### config.mk
export PLATFORM = sky130hd
export DESIGN_NAME = wb_stage
export DESIGN_NICKNAME = d
export VERILOG_FILES = /design/src/rtl/wb_stage.sv
export SDC_FILE = /design/constraint.sdc
export NUM_CORES = 1
export LEC_CHECK = 0
export ABC_CLOCK_PERIOD_IN_PS = 2800
export CAP_MARGIN = 20
export CORE_UTILIZATION = 47
export CTS_BUF_LIST = sky130_fd_sc_hd__clkbuf_8 sky130_fd_sc_hd__clkbuf_16
export CTS_CLUSTER_SIZE = 40
export DETAILED_ROUTE_END_ITERATION = 16
export PLACE_DENSITY = 0.89
export RECOVER_POWER = 25
export SYNTH_ARGS = -nofsm -noshare
export SYNTH_HDL_FRONTEND = slang
export SYNTH_SLANG_ARGS = --single-unit
### constraint.sdc
create_clock -name clk -period 2.8 [get_ports clk]
set_clock_uncertainty 0.1 [all_clocks]
set_input_delay 0.7 -clock clk [delete_from_list [all_inputs] [get_ports clk]]
set_output_delay 0.7 -clock clk [all_outputs]
set_load 0.05 [all_outputs]
### src/rtl/wb_stage.sv
// wb_stage: RV64 writeback stage with MEM/WB register, load extraction and retire counter.
// Optional WB_MISALIGN_CHECK_EN flags misaligned loads and suppresses their write/retire.
module wb_stage #(
  parameter int XLEN = 64,
  parameter int REG_FILE_BITS = 5
) (
  input  logic                     clk,
  input  logic                     rst_n,
  input  logic                     in_valid,
  input  logic                     stall,
  input  logic                     flush,
  input  logic                     in_reg_we,
  input  logic [REG_FILE_BITS-1:0] in_rd,
  input  logic [1:0]               in_wb_sel,
  input  logic [2:0]               in_funct3,
  input  logic [XLEN-1:0]          in_alu_result,
  input  logic [XLEN-1:0]          in_pc,
  input  logic [XLEN-1:0]          in_mem_rdata,
  output logic                     we,
  output logic [REG_FILE_BITS-1:0] write_num,
  output logic [XLEN-1:0]          to_write_data,
  output logic                     wb_valid,
  output logic                     misalign_exc,
  output logic [63:0]              instret
);
  logic                     valid_q, reg_we_q;
  logic [REG_FILE_BITS-1:0] rd_q;
  logic [1:0]               wb_sel_q;
  logic [2:0]               funct3_q;
  logic [XLEN-1:0]          alu_q, pc_q, rdata_q;
  logic [63:0]              instret_q;
  logic [2:0]               off;
  logic                     sx;
  logic [XLEN-1:0]          lane, load_data;
  always_ff @(posedge clk or negedge rst_n)
    if (!rst_n) begin
      valid_q   <= 1'b0;
      reg_we_q  <= 1'b0;
      rd_q      <= '0;
      wb_sel_q  <= '0;
      funct3_q  <= '0;
      alu_q     <= '0;
      pc_q      <= '0;
      rdata_q   <= '0;
      instret_q <= '0;
    end else begin
      if (valid_q && !stall && !misalign_exc) instret_q <= instret_q + 64'd1;
      if (flush) valid_q <= 1'b0;
      else if (!stall) begin
        valid_q  <= in_valid;
        reg_we_q <= in_reg_we;
        rd_q     <= in_rd;
        wb_sel_q <= in_wb_sel;
        funct3_q <= in_funct3;
        alu_q    <= in_alu_result;
        pc_q     <= in_pc;
        rdata_q  <= in_mem_rdata;
      end
    end
  // funct3[1:0] is the access size, funct3[2] selects zero extension
  always_comb begin
    off       = alu_q[2:0];
    sx        = !funct3_q[2];
    lane      = rdata_q >> {off, 3'b000};
    load_data = funct3_q[1:0] == 2'd0 ? {{(XLEN-8){sx & lane[7]}}, lane[7:0]} :
                funct3_q[1:0] == 2'd1 ? {{(XLEN-16){sx & lane[15]}}, lane[15:0]} :
                funct3_q[1:0] == 2'd2 ? {{(XLEN-32){sx & lane[31]}}, lane[31:0]} : lane;
  end
`ifdef WB_MISALIGN_CHECK_EN
  assign misalign_exc = valid_q && wb_sel_q == 2'd1 &&
                        (funct3_q[1:0] == 2'd1 ? off[0] :
                         funct3_q[1:0] == 2'd2 ? |off[1:0] :
                         funct3_q[1:0] == 2'd3 ? |off : 1'b0);
`else
  assign misalign_exc = 1'b0;
`endif
  assign to_write_data = wb_sel_q == 2'd1 ? load_data :
                         wb_sel_q == 2'd2 ? pc_q + XLEN'(4) : alu_q;
  assign we        = valid_q && reg_we_q && rd_q != '0 && !stall && !misalign_exc;
  assign write_num = rd_q;
  assign wb_valid  = valid_q;
  assign instret   = instret_q;
endmodule
==> results of run 1 <==
-- state kept, by name (all words and copies together), names as in the netlist --
signal	count
funct3_q	3
reg_we_q	1
write_num	5
pc_q	64
wb_valid	1
wb_sel_q	2
alu_q	64
instret	64
rdata_q	64
-- cell usage after synthesis, types with 4 or more instances --
library cell and count:
o21a_1 10, a21o_1 7, buf_2 13, and3_1 29
o2111ai_2 4, nand2b_1 7, o32ai_1 4, nand3_2 4
mux2_2 206, xnor2_1 90, and4_1 14, o22ai_1 21
mux4_2 17, a21oi_1 39, clkbuf_1 69, a211oi_1 22
inv_1 20, or3_1 4, o211ai_1 7, mux2i_1 53
buf_1 9, nand4_1 38, nand4_2 4, nand3_1 50
o21ai_0 89, a21boi_0 6, o221ai_1 10, xor2_1 23
nor4_1 5, buf_4 5, nand2_1 113, nor2_1 70
nor4_2 7, nor2b_1 10, dfrtp_1 268, a211o_1 5
nor3_1 25, o2111ai_1 12, and2_1 8
-- worst min path at each step --
stage | start | end | cells after the start
2_1_floorplan | rst_n | alu_q[0] | 0
3_3_place_gp | instret[63] | instret[63] | 1
3_5_place_dp | instret[63] | instret[63] | 1
4_1_cts | instret[63] | instret[63] | 1
5_1_grt | instret[63] | instret[63] | 1
6_report | instret[63] | instret[63] | 1
-- layout make-up --
class                   count  area share
repair buffers            609       0.256
flip-flops and latches    268       0.278
well taps                 435      0.0225
clock buffers              35      0.0335
multi-input cells        1061       0.396
diodes                      2    0.000207
clock inverters            17      0.0102
inverters                  20     0.00311
-- through the flow --
stage,power [mW],cells,hold slack (ps),util,area [um2]
6_report,16.4,2447,400,0.759,24100
3_5_place_dp,11.6,2372,381,0.697,22200
4_1_cts,16.2,2438,398,0.752,23900
3_3_place_gp,11.4,2372,370,0.697,22200
2_1_floorplan,8.47,1443,304,-,16200
5_1_grt,16.9,2445,416,0.759,24100
-- power by group --
group	total (mW)	leakage (nW)	internal, mW	switching (mW)
clock network	4.27	0.538	2.60	1.67
registers	4.86	3.27	4.34	0.520
logic	7.30	6.09	3.42	3.89
-- kinds of logic after synthesis --
kind of cell,share of synthesized area
mux,0.211
fa+ha+maj,0.00163
other cells,0.000245
simple gates,0.146
flops,0.438
buf+inv,0.0314
xor+xnor,0.0646
compound gates,0.108
-- what timing repair did --
action | CTS | global route
buffers inserted | 11 | 13
pin swaps | 17 | 38
gates cloned | 4 | 1
setup endpoints to repair | 64 | 65
hold endpoints to repair | 48 | 0
gates resized for setup | 120 | 52
hold buffers | 1 | 0
-- metal layers --
layer  track usage  vias up  routed length, um
met2         0.622      773              29800
met5             0        -                 11
met4         0.164        2               2880
li1              -     6393                  -
met1         0.401     7197              21400
met3        0.0956      180               5540
==> summary.txt, run 1 <==
Timing
  – Final Max Tran Viols: 0
  – Sum of negative setup slack: -52580 ps
  – Normalized max-slew margin: 0.00616
  – Part of the cycle the worst path needs: 1.34
  – Final period demand of the worst path: about 3800 ps
  – Count of endpoints failing hold in the final timing report: 0
  – Highest clock frequency the design can meet: 266 MHz
  – Number of endpoints failing setup at the final stage: 65
  – Minimum setup slack in the final design: -962 ps
  – Transition time of the tightest slew-check pin: between 1000 and 1500 ps
  – RSZ-0062 raised after global routing: true

Worst setup path
  – Cell family with the largest share of critical-path delay: simple AND/OR/NAND/NOR gates
  – Critical path depth in cells: 9
  – Endpoint arrival time on the critical path: 2960 ps
  – Reg2Reg Capture Point: instret[63]
  – Depth of the worst register-to-register path: 5
  – Slowest cell on crit path: or4_4
  – R2r setup slk: 430 ps
  – Critical path launch point: alu_q[0]
  – Required time of the critical path: 2000 ps
  – Crit path max fanout: 6
  – Critical path startpoint category: flip-flop
  – Number of buffer and inverter stages on the critical path: 3
  – Type of element capturing the critical path: output port
  – Kind of critical path: flip-flop to output port
  – Maximum single-stage delay on the critical path: 620 ps
  – Worst R2R Start: instret[38]
  – Worst Setup EP: to_write_data[40]
  – Sequence of cells on the critical path: nand2b_4 -> and3_4 -> or4_4 -> nand3_4 -> buf_6 -> buf_6 -> o211ai_1 -> nand4_1 -> buf_12
  – Cell repeated most along the worst path: buf_6

Floorplan
  – Starting utilization of the core area: 0.482
  – IO Pins: 344
  – Die area: 33300 um2
  – Num rows: 65
  – Core region area: around 32000 um2
  – Die width: 183 um
  – Vert. Die Dim: 183 um

Power
  – Leakage power figure: 9.90 nW
  – Power per Cell Area: 680 nW/um2
  – Max VDD drop: about 0.52 mV

CTS
  – Depth of the CTS H-tree: 1
  – Clock Root Buffer: clkbuf_16
  – Max Root-Sink Buffers: 3
  – Clock network latency to the later pin of the worst-skew pair: 580 ps
  – Sink Count: 268
  – Clock buffers created by TritonCTS: 29
  – Clock tree from TritonCTS: yes
  – Clock transition time at the flip-flop clock pins of the worst setup and hold paths: about 60 ps

Logic synthesis
  – Synthesized cell area: approximately 15000 um2
  – Average size of a mapped cell: 10.6 um2
  – Cells after Synth: 1443
  – Largest cells by area after synthesis: dfrtp_1 (44%), mux2_2 (15%), xnor2_1 (5.1%)
  – Post-synth EDFFs: 0
  – Number of unique standard cell types used by synthesis: 69
  – Mapped Nets: between 1500 and 2000
  – Flip-flop and latch count after synthesis: 268
  – Sequential area share after synthesis: 0.438
  – Top cell type by total area after synthesis: dfrtp_1
  – Synthesis Warnings: 0
  – Share of flip-flops with an asynchronous set or reset: 1.00
  – Share of the synthesized area in the top cell type: 0.438
  – Synth Flop Type: dfrtp_1

Flow run
  – Max Cap Viol: 1

Status
  – Violations in the final reports: capacitance limit, setup timing
  – Outcome: finished, violations left

Hold path
  – Min-Delay Path Class: flip-flop to flip-flop

Detailed routing
  – DRC errors left: 0
  – Routed wire length: roughly 60 mm
  – Remaining number of nets flagged by the antenna check after routing: 0
  – Vias post-DR: approximately 15000
  – First-pass iteration count of the detailed router: 5
  – DRT iter0 DRCs: 1069
  – Routed length per instance: approximately 24 um
  – Via count normalized by instance count: 5.94

Global route
  – Overall overflow remaining after global route: 0
  – Largest net degree at the start of global routing: 64
  – Number of global-route vias before repair: 15400
  – First-pass GRT wire length: 90.2 mm
  – Total routing usage reported by global routing: 0.355
  – Initial antenna violation count: 2

Place
  – Total of buffers placed on input and output ports: 342
  – Placer's final routability congestion estimate: ~1
  – Post-DP HPWL: 43.9 mm
  – Worst slack after detailed placement: -398 ps

Finish
  – Most common cell after layout, fill and taps aside: clkdlybuf4s50_1
  – Post-synthesis to final-layout area growth: 57.5%
  – Multi-input logic area: 9550 um2
  – Layout cells sized above 1: 0.387
  – Most frequent cells in the layout: clkdlybuf4s50_1 (275), dfrtp_1 (262), buf_4 (224)
  – FF+latch area: 6720 um2
  – Filler cell count in the final layout: 1954
  – Final net count: 2199
No activity file was read; power rests on OpenSTA's default activity.
==> inputs of run 2 (changes only) <==
--- a/config.mk
+++ b/config.mk
@@ -13,6 +13,7 @@
 export DETAILED_ROUTE_END_ITERATION = 16
 export PLACE_DENSITY = 0.89
 export RECOVER_POWER = 25
+export SKIP_LAST_GASP = 1
 export SYNTH_ARGS = -nofsm -noshare
 export SYNTH_HDL_FRONTEND = slang
 export SYNTH_SLANG_ARGS = --single-unit
==> run 2 against run 1 <==
Net effect: the flow still finishes with violations (capacitance limit, setup timing); core utilization up 1.2 points; highest routed layer unchanged; worst hold slack improved by 2.4 ps; cell count up 1.0%; non-clock buffer count up 26; setup slack worse by 75 ps.
==> summary.txt, run 2 (synthesized netlist as in run 1, its figures left out) <==
Status
  – Outcome: finished, violations left (unchanged)
  – Violations in the final reports: capacitance limit, setup timing (unchanged)

Timing
  – Part of the cycle the worst path needs: 1.37 (was 1.34)
  – Normalized max-slew margin: 0.00678 (was 0.00616)
  – Sum of negative setup slack: -53610 ps (was -52580 ps)
  – Worst hold slack: 403 ps (was 400 ps)
  – Number of endpoints failing setup at the final stage: 65 (unchanged)
  – Count of endpoints failing hold in the final timing report: 0 (unchanged)
  – Final Max Tran Viols: 0 (unchanged)
  – Minimum setup slack in the final design: -1040 ps (was -962 ps)
  – Transition time of the tightest slew-check pin: 1490 ps (about the same)
  – RSZ-0062 raised after global routing: true (unchanged)
  – Final period demand of the worst path: 3840 ps (was 3760 ps)
  – Highest clock frequency the design can meet: 261 MHz (was 266 MHz)

Worst setup path
  – Maximum single-stage delay on the critical path: 530 ps (was 620 ps)
  – Cell repeated most along the worst path: buf_12 (was buf_6)
  – Critical path startpoint category: flip-flop (unchanged)
  – Crit path max fanout: 8 (was 6)
  – R2r setup slk: 420 ps (was 430 ps)
  – Endpoint arrival time on the critical path: 3040 ps (was 2960 ps)
  – Type of element capturing the critical path: output port (unchanged)
  – Required time of the critical path: 2000 ps (about the same)
  – Kind of critical path: flip-flop to output port (unchanged)
  – Slowest cell on crit path: dfrtp_4 (was or4_4)
  – Sequence of cells on the critical path: buf_12 -> buf_12 -> buf_16 -> clkbuf_4 -> mux4_2 -> inv_1 -> o22ai_1 -> a21oi_1 -> buf_4 -> o21ai_4 -> buf_12 (was nand2b_4 -> and3_4 -> or4_4 -> nand3_4 -> buf_6 -> buf_6 -> o211ai_1 -> nand4_1 -> buf_12)

Finish
  – Layout cells sized above 1: 0.401 (was 0.387)
  – Most common cell after layout, fill and taps aside: clkdlybuf4s50_1 (unchanged)
  – Most frequent cells in the layout: clkdlybuf4s50_1 (275), dfrtp_1 (262), buf_4 (243) (was clkdlybuf4s50_1 (275), dfrtp_1 (262), buf_4 (224))
  – Filler cell count in the final layout: 1908 (was 1954)
  – Final net count: 2224 (was 2199)
  – Post-synthesis to final-layout area growth: 59.9% (was 57.5%)
  – FF+latch area: 6720 um2 (unchanged)
  – Final std cell area, no fill: 24500 um2 (was 24100 um2)
  – Utilization after layout: 0.771 (was 0.759)
  – Final non-filler cell total: 2472 (was 2447)
  – Multi-input logic area: 9670 um2 (was 9550 um2)

CTS
  – Clock buffers created by TritonCTS: 29 (unchanged)
  – Depth of the CTS H-tree: 1 (unchanged)
  – Clock network latency to the later pin of the worst-skew pair: 580 ps (about the same)
  – Sink Count: 268 (unchanged)
  – Clock tree from TritonCTS: yes (unchanged)
  – Max Root-Sink Buffers: 3 (unchanged)
  – Clock Root Buffer: clkbuf_16 (unchanged)
  – Clock transition time at the flip-flop clock pins of the worst setup and hold paths: 70 ps (was 60 ps)

Detailed routing
  – DRT iter0 DRCs: 1099 (was 1069)
  – First-pass iteration count of the detailed router: 5 (unchanged)
  – Via count normalized by instance count: 5.98 (was 5.94)
  – Remaining number of nets flagged by the antenna check after routing: 0 (unchanged)
  – Routed wire length: 60.6 mm (was 59.6 mm)
  – Routed length per instance: 24.5 um (was 24.3 um)
  – Vias post-DR: 14800 (was 14500)
  – DRC errors left: 0 (unchanged)

Power
  – Switching Fraction: 0.371 (was 0.370)
  – Leakage power figure: 10.1 nW (was 9.90 nW)
  – Combinational power share: 0.449 (was 0.445)
  – Power dissipated by switching net loads: 6.15 mW (was 6.07 mW)
  – Power share of the sequential group: 0.293 (was 0.296)
  – Max VDD drop: 0.529 mV (was 0.524 mV)
  – Cell-internal power: 10.4 mW (was 10.3 mW)
  – Fraction of power consumed by the clock network: 0.258 (was 0.260)
  – Power per Cell Area: 677 nW/um2 (was 680 nW/um2)
  – Power Total: 16.6 mW (was 16.4 mW)

Place
  – Placer's final routability congestion estimate: 0.990 (unchanged)
  – Placed cell areas: 22200 um2 (unchanged)
  – Post-DP HPWL: 43.9 mm (unchanged)
  – Total of buffers placed on input and output ports: 342 (unchanged)
  – Worst slack after detailed placement: -398 ps (unchanged)
  – Placed cell count: 2372 (unchanged)

Global route
  – Total routing usage reported by global routing: 0.354 (was 0.355)
  – Initial antenna violation count: 2 (unchanged)
  – First-pass GRT wire length: 90.1 mm (was 90.2 mm)
  – Overall overflow remaining after global route: 0 (unchanged)
  – Number of global-route vias before repair: 15400 (about the same)
  – Largest net degree at the start of global routing: 64 (unchanged)

Flow run
  – Max Cap Viol: 1 (unchanged)

Floorplan
  – Die area: 33300 um2 (unchanged)
  – Vert. Die Dim: 183 um (unchanged)
  – Die width: 183 um (unchanged)
  – Num rows: 65 (unchanged)
  – Core region area: 31800 um2 (unchanged)
  – IO Pins: 344 (unchanged)
  – Starting utilization of the core area: 0.482 (unchanged)

Hold path
  – Min-Delay Path Class: flip-flop to flip-flop (unchanged)
## run 2: changes by cell type in the layout (fill, tap and decap cells not counted), sizes merged
cell / before / now
nand2: 114 / 113
buf: 322 / 346
clkbuf: 45 / 47
## run 2: power groups by stage
stage	clock network [mW]	registers [mW]	logic, mW
after floorplan	0	4.86	3.61
after global placement	0	4.84	6.60
after detailed placement	0	4.87	6.69
after CTS	4.31	4.82	7.07
after global routing	4.45	4.90	7.74
final	4.27	4.87	7.45
## run 2: worst paths after layout
check | endpoint | cells after the start | start
min | instret[41] | 1 | instret[41]
max in group asynchronous | pc_q[30] | 3 | rst_n
min reg2reg | instret[41] | 1 | instret[41]
max reg2reg | instret[63] | 5 | instret[38]
max | to_write_data[22] | 11 | alu_q[0]
min in group asynchronous | alu_q[59] | 2 | rst_n
## run 2: layout make-up
class | instances | area share
multi-input cells | 1060 | 0.395
flip-flops and latches | 268 | 0.274
repair buffers | 635 | 0.263
clock buffers | 35 | 0.0330
well taps | 435 | 0.0222
clock inverters | 17 | 0.0101
inverters | 20 | 0.00306
diodes | 2 | 0.000204
## run 2: critical path: cells and delay by family, from the launching register on
kind                   cells  cell delay [ps]
buffers and inverters      7              960
AO/OA/AOI/OAI              3              600
flip-flops                 1              530
multiplexers               1              350
## run 2: per-layer routing
metal	up-vias	global-route usage	share of wire	wire length, um
met3	223	0.0986	0.097	5860
met4	2	0.162	0.056	3370
met1	7283	0.399	0.35	21400
li1	6456	-	-	-
met5	-	0	0.00018	11
met2	823	0.622	0.49	29900
## run 2: what timing repair did
item,in CTS,in global routing
endpoints found under the setup margin,64,65
hold buffers,1,0
endpoints found under the hold margin,48,0
gates cloned,4,1
gates resized for setup,110,87
pin swaps,17,33
buffers inserted,11,33
==> variant 1: new RTL, flow settings as in run 2 <==
Add a define of `WB_MISALIGN_CHECK_EN`.
--- a/src/rtl/wb_stage.sv
+++ b/src/rtl/wb_stage.sv
@@ -1,5 +1,7 @@
 // wb_stage: RV64 writeback stage with MEM/WB register, load extraction and retire counter.
 // Optional WB_MISALIGN_CHECK_EN flags misaligned loads and suppresses their write/retire.
+`define WB_MISALIGN_CHECK_EN
+
 module wb_stage #(
   parameter int XLEN = 64,
   parameter int REG_FILE_BITS = 5
Formal check against the unedited RTL: not equivalent (a bounded check fails within 4 cycles, from zero or initial values and one cycle with rst_n low).
==> variant 1 against run 2 <==
  * Largest cell class unchanged
  * The flow finishes with violations (setup timing)
  * Utilization down 0.67 points
  * Setup slack got worse by 0.018 ns
  * Sequential cell count stayed put
  * Wire length shrank 1.6%
  * Area after synthesis fell by 0.14%
  * Combinational power rose by 2%
  * Design area down 0.87%
  * Critical endpoint is now to_write_data[54]
  * Total power fell by 0.73%
==> variant 1: results (changes against run 2) <==
| Metric | Value |
|---|---|
| Status | complete, but fails checks |
| Violated checks | setup timing |
| Maximum vdd drop | 0.673 mV (+27%) |
| Library cells used by synthesis | 73 (+5.8%) |
| Cells on worst reg2reg path | 11 (+6) |
| Register area share after synthesis | 43.8% (+0.061 points) |
| Largest net degree at the start of global routing | 78 (+22%) |
| Post-synth top cells | dfrtp_1, mux2_2, nand2_1 |
| Wl on met1 | 22.3 mm (+3.9%) |
| Critical path peak fanout | 9 (+1) |
| Vias per inst | 6.04 (+0.97%) |
| Final worst slack | -1.06 ns (-0.0184 ns) |
| Met1 usage | 43.1% (+3.2 points) |
| Fill count | 1905 (-0.16%) |
| Min Hold Slack | 0.364 ns (-0.0382 ns) |
| Syn Nets | 1652 (-0.060%) |
| Hold endpoint | instret[63] |
| Fin cells | 2458 (-0.57%) |
| Lkg Pwr | 9.93 nW (-1.8%) |
| NumNets Final | 2216 (-0.36%) |
| Seq pwr | 4.88 mW (about the same) |
| FF-to-FF setup slack | 0.06 ns (-0.36 ns) |
| Dpl ws | -0.429 ns (-0.0306 ns) |
| Top cells by area, synth | dfrtp_1, mux2_2, xnor2_1, mux2i_1, o21ai_0 |
| DPL Wire Length | 43.8 mm (-0.32%) |
| Inserted Diodes | 0 (-2) |
| Final setup vio count | 66 (+1.5%) |
| Detailed route wirelength on metal3 | 5.24 mm (-11%) |
| MaxCap Viol Count | 0 (-1) |
| Kind of cell adding the most delay to the critical path | multiplexers |
| Clock power share | 24.4% (-1.4 points) |
| Met2 usage | 60.7% (-1.5 points) |
| Hold path start | instret[63] |
| CP arrival | 3.06 ns (+0.02 ns) |
| Placed cell areas | 22300 um^2 (+0.80%) |
| Multi-input logic area | 9490 um^2 (-1.9%) |
| Cells after Synth | 1442 (-0.069%) |
| Number of DRC markers in iteration 0 | 1354 (+23%) |
| Placer Congestion | 0.960 (-3.1%) |
| Detailed Route WL | 59.6 mm (-1.6%) |
| Critical Path End | to_write_data[54] |
| Total global-route track usage | 35.2% (-0.29 points) |
| Grt met3 use | 6.61% (-3.3 points) |
| Setup TNS Final | -60.56 ns (-6.96 ns) |
| Sw Share | 37.8% (+0.77 points) |
| PortBufs | 343 (+0.29%) |
-- variant 1: cell count changes in the layout (fill, tap and decap cells not counted), moves of 14 or more --
cell / delta
xor2_1: +24
o2111ai_4: -16
buf_4: -15
mux2i_1: +15
nand3_1: +14
-- variant 1: area by class of cell --
type | count | area share [%]
flip-flops and latches | 268 | 27.7
well taps | 435 | 2.24
clock buffers | 36 | 3.48
inverters | 27 | 0.417
clock inverters | 13 | 0.561
repair buffers | 622 | 26.6
multi-input cells | 1057 | 39.1
-- variant 1: what timing repair did --
item                                    CTS  global route
hold buffers                              1             0
pin swaps                                30            22
buffers inserted                         22            16
cloned                                    2             1
endpoints found under the setup margin   69            71
endpoints found under the hold margin    43             0
gates resized for setup                  94            63
-- variant 1: kinds of logic (layout without fill, tap and decap cells) --
logic type,after synthesis,in the layout,share of synthesized area [%]
mux,282,282,21.2
fa+ha+maj,2,2,0.163
xor+xnor,117,117,6.69
simple gates,389,389,13.6
compound gates,267,267,11.2
buf+inv,117,698,3.25
flops,268,268,43.8
==> variant 2: new RTL, flow settings as in run 2 <==
Without the edit above. Reset style: synchronous (`rst_n`), changed in one clocked block.
--- a/src/rtl/wb_stage.sv
+++ b/src/rtl/wb_stage.sv
@@ -32,7 +32,7 @@
   logic [2:0]               off;
   logic                     sx;
   logic [XLEN-1:0]          lane, load_data;
-  always_ff @(posedge clk or negedge rst_n)
+  always_ff @(posedge clk)
     if (!rst_n) begin
       valid_q   <= 1'b0;
       reg_we_q  <= 1'b0;
Behaviour: differs if rst_n is asserted again (counterexample within 4 cycles, from zero or initial values and one cycle with rst_n low); with rst_n held inactive, the same outputs for 4 cycles.
==> variant 2 against run 2 <==
  * The run ends with capacitance limit, slew limit, setup timing left
  * Sequential cell count unchanged
  * Setup slack improved by 0.057 ns
  * Wire length increased by 3.8%
  * Hold slack got worse by 0.034 ns
  * Design area decreased by 1.0%
  * Critical path depth increased by 1
  * Area after synthesis about the same
  * Synthesized cell count increased by 36%
  * Highest routed layer unchanged
Power is not compared: it rests on default switching activity, and its combinational part moved more than twofold at a synthesized area within 25%.
==> variant 2: results (changes against run 2) <==
| Metric | Value |
|---|---|
| Status | complete, but fails checks |
| Violated checks | capacitance limit, slew limit, setup timing |
| Final setup vio count | 64 (-1.5%) |
| NumNets Final | 2680 (+21%) |
| Number of DRC markers in iteration 0 | 1756 (+60%) |
| CP peak stage delay | 0.38 ns (-0.15 ns) |
| RR Endpoint | instret[63] |
| Vias per inst | 5.85 (-2.2%) |
| Rel. slew slack | -19.1% (-20 points) |
| DPL Wire Length | 43.9 mm (-0.10%) |
| Worst Hold Depth | 2 (+1) |
| Met1 usage | 41.5% (+1.6 points) |
| Syn Nets | 2166 (+31%) |
| Most frequent cell after synthesis | nand2_1 |
| Register area share after synthesis | 35.0% (-8.8 points) |
| Final worst slack | -0.980 ns (+0.0567 ns) |
| Met2 Wirelength | 30.5 mm (+2.0%) |
| Fin. max-slew vios | 87 (+87) |
| Wire length per cell | 21.5 um (-12%) |
| Post-CTS setup buffers | 22 (+11) |
| Share of layout cells above drive strength 1 | 27.8% (-12 points) |
| Grt met3 use | 8.14% (-1.7 points) |
| Synth Area per Inst | 7.84 um^2 (-26%) |
| Detailed Route WL | 62.9 mm (+3.8%) |
| Top cells by area, synth | dfxtp_1, nand2_1, a21boi_0, xnor2_1, mux2i_1 |
| Hold path start | alu_q[54] |
| Total global-route track usage | 35.3% (-0.14 points) |
| MaxCap Viol Count | 1 (unchanged) |
-- variant 2: cell types whose count changed in the layout (fill, tap and decap cells not counted), sizes merged, moves of 54 or more --
| cell | run 2 | this run |
|---|---|---|
| dfrtp | 268 | 0 |
| dfxtp | 0 | 268 |
| and2 | 8 | 62 |
| a21boi | 6 | 227 |
| nand2 | 113 | 526 |
| mux2 | 206 | 13 |
-- variant 2: worst max-delay path by stage --
stage	startpoint	endpoint	depth (start not counted)
final	pc_q[3]	to_write_data[45]	12
after global placement	alu_q[1]	to_write_data[17]	9
after CTS	alu_q[1]	to_write_data[51]	10
after detailed placement	alu_q[1]	to_write_data[40]	9
after floorplan	pc_q[3]	to_write_data[60]	8
after global routing	pc_q[3]	to_write_data[52]	10
-- variant 2: cell families after synthesis --
group / Yosys count / synth area share (%)
simple gates: 871 / 26.8
compound gates: 460 / 21.1
flops: 268 / 35.0
buf+inv: 171 / 4.64
xor+xnor: 109 / 6.23
mux: 74 / 6.08
fa+ha+maj: 2 / 0.163
other cells: 1 / 0.0245
-- variant 2: area by class of cell --
type	count	area (um^2)	share of cell area, %
repair buffers	634	6460	26.6
multi-input cells	1517	10800	44.7
clock buffers	31	753	3.10
clock inverters	19	170	0.701
inverters	20	75.1	0.309
flip-flops and latches	268	5420	22.3
well taps	435	544	2.24
-- variant 2: stage by stage --
| step | power [mW] | util, % | TNS [ns] | setup slack (ns) |
|---|---|---|---|---|
| after floorplan | 5.26 | - | -4.08 | -0.397 |
| after global placement | 6.26 | 68.3 | -6.90 | -0.198 |
| after detailed placement | 6.30 | 68.3 | -9.69 | -0.296 |
| after CTS | 10.2 | 73.8 | -41.55 | -0.782 |
| after global routing | 10.6 | 76.3 | -50.55 | -1.05 |
| final | 10.3 | 76.3 | -45.67 | -0.980 |
